[src/rtl/winograd_tile_output_serializer.sv]
// Winograd output tile serializer: captures one MxM accumulator tile, then shifts, clamps
// and streams it row-major as unsigned pixels under valid/ready flow control.
module winograd_tile_output_serializer #(
  parameter int unsigned KERNEL_SIZE       = 3,
  parameter int unsigned INPUT_TILE_SIZE   = 4,
  parameter int unsigned INPUT_DATA_WIDTH  = 8,
  parameter int unsigned KERNEL_DATA_WIDTH = 8,
  parameter int unsigned ACC_WIDTH         = KERNEL_DATA_WIDTH + INPUT_DATA_WIDTH + 13,
  parameter int unsigned OUT_DATA_WIDTH    = 8,
  parameter int unsigned SHIFT             = 0,
  localparam int unsigned M                = INPUT_TILE_SIZE - KERNEL_SIZE + 1
) (
  input  logic                         clk,
  input  logic                         reset,
  input  logic [M*M*ACC_WIDTH-1:0]     i_tile_data,
  input  logic                         i_tile_valid,
  output logic                         o_tile_ready,
  output logic [OUT_DATA_WIDTH-1:0]    o_pixel_data,
  output logic                         o_pixel_data_valid,
  input  logic                         i_pixel_ready,
  output logic                         o_tile_last,
  output logic                         o_sat_flag
);

  localparam int unsigned NumElem = M * M;
  localparam int unsigned IdxW    = (NumElem > 1) ? $clog2(NumElem) : 1;
  localparam logic [IdxW-1:0] LastIdx = IdxW'(NumElem - 1);
  localparam logic signed [ACC_WIDTH-1:0] MaxOut = ACC_WIDTH'((1 << OUT_DATA_WIDTH) - 1);

  typedef enum logic [0:0] {StIdle, StSend} state_e;

  state_e                         state_q, state_d;
  logic [IdxW-1:0]                idx_q, idx_d;
  logic [NumElem*ACC_WIDTH-1:0]   tile_q, tile_d;
  logic [OUT_DATA_WIDTH-1:0]      pix_q, pix_d;
  logic                           last_q, last_d;
  logic                           clamp_q, clamp_d;  // clamp status of the pixel on the output
  logic                           sat_q, sat_d;

  logic                           tile_ready;
  logic                           accept;
  logic                           pix_xfer;
  logic                           load_en;
  logic [IdxW-1:0]                load_idx;
  logic [NumElem*ACC_WIDTH-1:0]   load_src;
  logic signed [ACC_WIDTH-1:0]    elem;
  logic signed [ACC_WIDTH-1:0]    shifted;
  logic [OUT_DATA_WIDTH-1:0]      conv_pix;
  logic                           conv_clamp;

  // Handshake decode; a new tile may only enter as the last pixel of the old one leaves.
  always_comb begin
    tile_ready = 1'b1;
    if (state_q == StSend) begin
      tile_ready = (idx_q == LastIdx) & i_pixel_ready;
    end
    accept   = i_tile_valid & tile_ready;
    pix_xfer = (state_q == StSend) & i_pixel_ready;
    load_en  = accept | (pix_xfer & (idx_q != LastIdx));
  end

  // Select the element about to be loaded and convert it (shift, then clamp to unsigned range).
  always_comb begin
    load_idx = accept ? '0 : idx_q + IdxW'(1);
    load_src = accept ? i_tile_data : tile_q;
    elem     = '0;
    for (int unsigned e = 0; e < NumElem; e++) begin
      if (load_idx == IdxW'(e)) begin
        elem = load_src[e*ACC_WIDTH +: ACC_WIDTH];
      end
    end
    shifted    = elem >>> SHIFT;
    conv_pix   = shifted[OUT_DATA_WIDTH-1:0];
    conv_clamp = 1'b0;
    if (shifted < 0) begin
      conv_pix   = '0;
      conv_clamp = 1'b1;
    end else if (shifted > MaxOut) begin
      conv_pix   = '1;
      conv_clamp = 1'b1;
    end
  end

  // Next-state: load next element, restart on a chained tile, or fall back to idle.
  always_comb begin
    state_d = state_q;
    idx_d   = idx_q;
    tile_d  = tile_q;
    pix_d   = pix_q;
    last_d  = last_q;
    clamp_d = clamp_q;
    sat_d   = sat_q;
    if (pix_xfer) begin
      sat_d = sat_q | clamp_q;
    end
    if (load_en) begin
      state_d = StSend;
      idx_d   = load_idx;
      pix_d   = conv_pix;
      clamp_d = conv_clamp;
      last_d  = (load_idx == LastIdx);
      if (accept) begin
        tile_d = i_tile_data;
      end
    end else if (pix_xfer) begin
      state_d = StIdle;
      idx_d   = '0;
      last_d  = 1'b0;
      clamp_d = 1'b0;
    end
  end

  // State register with synchronous reset that also drops any partially sent tile.
  always_ff @(posedge clk) begin
    if (reset) begin
      state_q <= StIdle;
      idx_q   <= '0;
      tile_q  <= '0;
      pix_q   <= '0;
      last_q  <= 1'b0;
      clamp_q <= 1'b0;
      sat_q   <= 1'b0;
    end else begin
      state_q <= state_d;
      idx_q   <= idx_d;
      tile_q  <= tile_d;
      pix_q   <= pix_d;
      last_q  <= last_d;
      clamp_q <= clamp_d;
      sat_q   <= sat_d;
    end
  end

  // Outputs: everything registered except the ready path, which looks at i_pixel_ready.
  always_comb begin
    o_tile_ready       = tile_ready;
    o_pixel_data       = pix_q;
    o_pixel_data_valid = (state_q == StSend);
    o_tile_last        = last_q;
    o_sat_flag         = sat_q;
  end

endmodule

[config.mk]
export PLATFORM = sky130hd
export DESIGN_NAME = winograd_tile_output_serializer
export DESIGN_NICKNAME = d
export VERILOG_FILES = /design/src/rtl/winograd_tile_output_serializer.sv
export SDC_FILE = /design/constraint.sdc
export NUM_CORES = 1
export LEC_CHECK = 0
export ABC_CLOCK_PERIOD_IN_PS = 3000
export CORE_MARGIN = 10
export CORE_UTILIZATION = 25
export CTS_BUF_LIST = sky130_fd_sc_hd__clkbuf_4 sky130_fd_sc_hd__clkbuf_8
export DETAILED_ROUTE_END_ITERATION = 8
export HOLD_SLACK_MARGIN = 0.02
export PLACE_DENSITY_LB_ADDON = 0.08
export SYNTH_ARGS = -nofsm -noshare
export SYNTH_HDL_FRONTEND = slang
export SYNTH_SLANG_ARGS = --single-unit
export TNS_END_PERCENT = 50
[constraint.sdc]
create_clock -name clk -period 3 [get_ports clk]
set_clock_uncertainty 0.15 [all_clocks]
set_input_delay 0.6 -clock clk [delete_from_list [all_inputs] [get_ports clk]]
set_output_delay 0.6 -clock clk [all_outputs]
set_load 0.005 [all_outputs]
==> key figures, run 1 <==
Run status
  – Status: finished, final reports clean

CTS
  – Clk Latency, worst-skew pair: about 0.44 ns
  – Clk pin slew, worst setup/hold paths: 0.06 ns
  – CTS tree: yes
  – Post-CTS resize count: 0
  – Max Root-Sink Buffers: 2
  – Setup Fix Bufs, Post-CTS: 0
  – TritonCTS Buffers: 17
  – H-Tree Depth: 4
  – Clock sinks: 130
  – CTS Hold Bufs: 0
  – Root Buffer: clkbuf_8

Critical path
  – Worst Path Buf+Inv: 2
  – CP Max Fanout: 7
  – Crit path DAT: 1.86 ns
  – FF-to-FF Start: idx_q[1]
  – Top Family by Delay on Critical Path: buffers and inverters
  – Reg2Reg Capture Point: o_pixel_data[4]
  – CP cell instances: clkdlybuf4s50_1 -> a21bo_4 -> clkdlybuf4s50_1
  – R2R depth: 7
  – CP Data Required Time: 2.25 ns
  – Kind of critical path: input pin to output pin
  – CP Launch Point: i_pixel_ready
  – Cell repeated most along the worst path: clkdlybuf4s50_1
  – Crit path depth: 3
  – Largest stage delay on the critical path: 0.55 ns
  – Flop2flop setup slack: approximately 0.41 ns
  – Critical Path Start Type: input pin
  – CP endpoint: o_tile_ready
  – CP Capture Type: output pin
  – Slowest cell on crit path: clkdlybuf4s50_1

Global routing
  – Vias in the first global route: roughly 5100
  – First-pass GRT wire length: 28200 um
  – Layer carrying the most global-route usage: met2
  – M3 GR Usage: 4.49%
  – Grt met2 use: 20.4%
  – Grt ovf: 0
  – Largest net degree at the start of global routing: 78
  – Overall routing resource usage: 13.4%
  – Global Route met1 Usage: approximately 18%
  – Initial antenna violation count: 0

Worst hold path
  – Hold path depth: 2
  – Hold Startpoint: tile_q[28]
  – Worst Hold Class: register to register

Synthesis
  – Post-synth top area share: approximately 50%
  – Synth Flop Type: dfxtp_1
  – Synth area leader: dfxtp_1
  – Yosys warns: 0
  – Sequential fraction of the synthesis area: 49.4%
  – Number of synthesized flops with an enable pin: 0
  – Avg Inst Size Synth: 7.89 um^2
  – Syn Nets: 788
  – Top cells by area, synth: dfxtp_1, nand2_1, a21oi_1, mux4_2, nor4_1
  – Synth cell types: 43
  – Ys async rst share: 0%
  – Count leader, synth: nand2_1
  – Synth top cells by count: nand2_1, a21oi_1, dfxtp_1, clkbuf_1, buf_2
  – Gate Count Post-Synth: 667
  – Netlist Area Pre-Place: 5270 um^2
  – Synth Register Bits: 130

Timing
  – RSZ-0062 raised after global routing: false
  – Max-slew violations: 0
  – Final Cycle Share: around 87%
  – Total negative slack: 0 ns
  – Setup-failing EPs final: 0
  – Rel. slew slack: 49.4%
  – Fin crit period: between 2 and 3 ns
  – Worst-Margin Slew: 0.752 ns
  – Fmax achieved: 383 MHz
  – Hold_ws: just over 0.3 ns
  – Hold Vio Cnt, Final: 0

Die
  – Rows: 53
  – DIE WIDTH: 165 um
  – Die area: ~27000 um^2
  – Core footprint: 20900 um^2
  – I/O Pins: 132
  – Die H: 165 um
  – Starting Density: between 20% and 30%

Pwr
  – PD cells: 545 nW/um^2
  – Maximum vdd ir drop: 0.000208 V
  – Leak Pwr: 2.62 nW

Cells and area
  – # nets final: 905
  – Number of diodes: 0
  – Share of cells above drive strength 1: 7.56%
  – Post-route design area: 7260 um^2
  – Fill count: 2213
  – Area Growth Syn to Fin: 37.8%

Detailed routing
  – Starting DRT DRC Count: 331
  – WL/cell: about 17 um
  – Routed via count: ~5000
  – Pre-antenna DRT Iters: 4
  – Post-route ant nets: 0
  – Remaining DRCs: 0
  – Via/cell ratio: 4.64
  – Routed wire length: 18000 um

Placement
  – HPWL after detailed placement: roughly 13000 um
  – Cell area after placement: 6890 um^2
  – GPL Wtd Cong: 0.814
  – Port bufs: between 100 and 150

Flow run
  – MaxCap Viol Count: 0
-- flip-flops by register name, summed over array words and instances, names as in the netlist --
| name | cells |
|---|---|
| o_pixel_data_valid | 1 |
| idx_q | 2 |
| o_sat_flag | 1 |
| tile_q | 116 |
| o_tile_last | 1 |
| clamp_q | 1 |
| o_pixel_data | 8 |
-- worst register-to-register path, delay by kind of cell (launching register included) --
family / cells / cell delay (ns)
AOI/OAI and AO/OA: 5 / 1.07
adders and majority gates: 1 / 0.57
and+or+nand+nor: 1 / 0.37
DFF: 1 / 0.32
-- routing by layer --
layer  share of wire, %  vias up  wire [um]
met1                 48     2312       8590
li1                   -     2510          -
met5                  0        -          0
met3                5.8       11       1040
met4               0.84        0        151
met2                 46      126       8240
-- report_power, final --
group | switching [W] | internal (W)
Sequential | 0.0000633 | 0.00183
Clock | 0.000655 | 0.000766
Combinational | 0.000318 | 0.000323
Total | 0.00104 | 0.00292
-- cell type report --
class / instances / area (um^2) / area share, %
multi-input cells: 487 / 2450 / 33.8
repair buffers: 145 / 1480 / 20.3
inverters: 3 / 11.3 / 0.155
flip-flops and latches: 130 / 2600 / 35.9
clock inverters: 5 / 52.6 / 0.724
well taps: 275 / 344 / 4.74
clock buffers: 24 / 318 / 4.38
-- through the flow --
step	instances	setup slack (ns)	power, W	utilization (%)
3_3_place_gp	1040	0.252	0.00257	33.0
2_1_floorplan	667	0.804	0.00224	-
5_1_grt	1069	0.158	0.00417	34.7
3_5_place_dp	1040	0.182	0.00259	33.0
4_1_cts	1069	0.342	0.00402	34.7
6_report	1069	0.386	0.00396	34.7
-- how the worst min path moves through the flow --
stage                       to
floorplan           tile_q[23]
global placement    tile_q[28]
detailed placement  tile_q[28]
CTS                 tile_q[28]
global route        tile_q[38]
finish              tile_q[28]
-- cell usage in the layout (no fill, tap or decap), types with 2 or more instances in the layout --
master / netlist / final
nor3b_1: 2 / 2
a21oi_1: 143 / 143
a31oi_1: 2 / 2
nor3_1: 7 / 7
o21ai_0: 5 / 5
mux4_2: 8 / 8
clkinv_2: 0 / 3
nand4_1: 2 / 2
buf_4: 0 / 10
clkbuf_8: 0 / 22
nor2_1: 5 / 5
dfxtp_1: 130 / 130
nand3_1: 7 / 7
clkdlybuf4s50_1: 0 / 130
a211oi_1: 9 / 9
clkbuf_4: 0 / 2
or4_1: 2 / 2
inv_1: 2 / 2
nor4b_1: 2 / 2
nand2_1: 253 / 252
nor2b_1: 2 / 2
nor4_1: 17 / 17
buf_12: 0 / 5
-- cells by family (layout without fill, tap and decap cells) --
group	after synthesis	in the layout	share of synthesized area, %
compound gates	174	174	18.8
buf+inv	50	177	4.16
fa+ha+maj	1	1	0.238
simple gates	304	304	23.9
mux	8	8	3.42
flops	130	130	49.4
Power figures use the tool's default switching activity.
==> run 2, diff against run 1 <==
CORE_MARGIN = 2   (was 10)
==> run 2 against run 1 <==
Against the previous run: design area rose by 0.24%; first-iteration DRC count is 18% lower; total power rose by 3.1%; register-to-register slack lost 0.03 ns; combinational power shrank 1%; die area fell by 18%; maximum frequency down 0.39%; via count up 0.16%; worst hold slack worse by 0.011 ns; setup slack worse by 0.010 ns; sequential power hardly changed; routed wire length down 5.5%.
==> key figures, run 2 (synthesized netlist as in run 1, its figures left out) <==
CTS
  – H-Tree Depth: 4
  – CTS tree: yes
  – Setup Fix Bufs, Post-CTS: 0
  – Clk pin slew, worst setup/hold paths: 0.08 ns
  – Post-CTS resize count: 0
  – Max Root-Sink Buffers: 2
  – Root Buffer: clkbuf_8
  – CTS Hold Bufs: 0
  – TritonCTS Buffers: 17
  – Clk Latency, worst-skew pair: around 0.43 ns
  – Clock sinks: 130

Detailed routing
  – Starting DRT DRC Count: 271
  – WL/cell: 15.9 um
  – Remaining DRCs: 0
  – Via/cell ratio: 4.63
  – Pre-antenna DRT Iters: 5
  – Routed via count: 4967
  – Post-route ant nets: 0
  – Routed wire length: 17000 um

Die
  – Die H: between 100 and 150 um
  – Starting Density: 25.3%
  – Rows: 53
  – Die area: 22200 um^2
  – Core footprint: 20800 um^2
  – I/O Pins: roughly 130
  – DIE WIDTH: 149 um

Run status
  – Status: finished, final reports clean

Critical path
  – CP cell instances: ha_1 -> buf_4 -> nand2_1 -> a22o_1 -> a2111oi_2 -> buf_4 -> a21oi_1 -> a21oi_1
  – CP Data Required Time: between 3 and 4 ns
  – FF-to-FF Start: idx_q[1]
  – Flop2flop setup slack: between 0.3 and 0.4 ns
  – Slowest cell on crit path: ha_1
  – CP Max Fanout: 19
  – CP Capture Type: register
  – Crit path DAT: 2.84 ns
  – Kind of critical path: register to register
  – R2R depth: 8
  – Critical Path Start Type: register
  – Reg2Reg Capture Point: o_pixel_data[3]
  – Largest stage delay on the critical path: around 0.46 ns

Cells and area
  – Most common cell after layout, fill and taps aside: nand2_1
  – Largest reg by FF count: tile_q
  – Area Growth Syn to Fin: 38.1%
  – Number of flip-flops in the largest register: 116
  – Number of diodes: 0
  – Share of cells above drive strength 1: 8.02%
  – Post-layout util: 34.9%
  – # nets final: 907
  – Fill count: 2239
  – Most frequent cells in the layout: nand2_1, a21oi_1, dfxtp_1, clkdlybuf4s50_1, clkbuf_8

Timing
  – Fin crit period: 2.62 ns
  – Setup-failing EPs final: 0
  – RSZ-0062 raised after global routing: false
  – Total negative slack: 0 ns
  – Max-slew violations: 0
  – Rel. slew slack: 42.5%
  – Worst-Margin Slew: about 0.85 ns
  – Hold Vio Cnt, Final: 0
  – Final Cycle Share: roughly 87%
  – Fmax achieved: between 300 and 400 MHz
  – Final setup margin: 0.376 ns

Flow run
  – MaxCap Viol Count: 0

Pwr
  – Overall power: slightly above 0.004 W
  – Maximum vdd ir drop: around 0.00022 V
  – Leak Pwr: roughly 2.6 nW
  – PD cells: roughly 560 nW/um^2

Global routing
  – Vias in the first global route: about 5000
  – Initial antenna violation count: 0
  – Largest net degree at the start of global routing: 119
  – Grt ovf: 0
  – First-pass GRT wire length: 26900 um
  – Overall routing resource usage: ~16%

Worst hold path
  – Worst Hold Class: input pin to register
  – Min-Delay Endpoint: clamp_q
  – Hold Startpoint: reset
  – Hold path depth: 2

Placement
  – HPWL after detailed placement: between 10000 and 15000 um
  – GPL Wtd Cong: approximately 0.83
  – Port bufs: 131
  – Pre-CTS setup slack: 0.296 ns
[run 2: cell types whose count changed in the layout (fill, tap and decap cells not counted), sizes merged]
cell / change
clkbuf: -3
clkinvlp: +1
buf: +2
clkinv: +2
bufinv: +2
[run 2: area by class of cell]
cell class	count	area [um^2]	share of cell area, %
Clock inverter	10	134	1.84
Clock buffer	21	277	3.80
Sequential cell	130	2600	35.8
Multi-Input combinational cell	487	2450	33.7
Tap cell	275	344	4.73
Timing Repair Buffer	147	1450	20.0
Inverter	3	11.3	0.155
[run 2: where the power goes]
part,internal (W),switching (W),total [W]
combinational,0.000318,0.000315,0.000633
sequential,0.00183,0.0000655,0.00190
clock,0.000875,0.000676,0.00155
total,0.00302,0.00106,0.00408
[run 2: metal layers]
| metal | GRT usage (%) | up-vias | share of wire (%) |
|---|---|---|---|
| met5 | 0 | - | 0 |
| met4 | 4.95 | 0 | 1.6 |
| met3 | 4.16 | 16 | 5.2 |
| met2 | 24.1 | 123 | 44 |
| met1 | 21.6 | 2316 | 49 |
| li1 | - | 2512 | - |
[run 2: worst max path at each step]
stage,start,end,depth (start not counted)
CTS,idx_q[1],o_pixel_data[5],8
detailed placement,i_pixel_ready,o_pixel_data[6],7
floorplan,i_pixel_ready,o_pixel_data[0],7
finish,idx_q[1],o_pixel_data[3],8
global route,idx_q[1],o_pixel_data[6],7
global placement,i_pixel_ready,o_pixel_data[4],7
[run 2: stage by stage]
stage / cells / area [um^2] / hold slack, ns
floorplan: 667 / 5270 / 0.281
global placement: 1042 / 6860 / 0.291
detailed placement: 1042 / 6860 / 0.296
CTS: 1073 / 7270 / 0.259
global route: 1073 / 7270 / 0.261
finish: 1073 / 7270 / 0.292
[run 2: critical path: cells and delay by family (launching register included)]
kind                       cells  cell delay [ns]
adders and majority gates      1             0.46
and+or+nand+nor                1             0.15
AOI/OAI and AO/OA              4             0.87
buffers and inverters          2             0.59
DFF                            1             0.32
==> run 3, diff against run 2 <==
CAP_MARGIN = 20   (was default)
==> results of run 3 <==
Same layout as run 2: the final DEF is identical, and so are final timing and power.
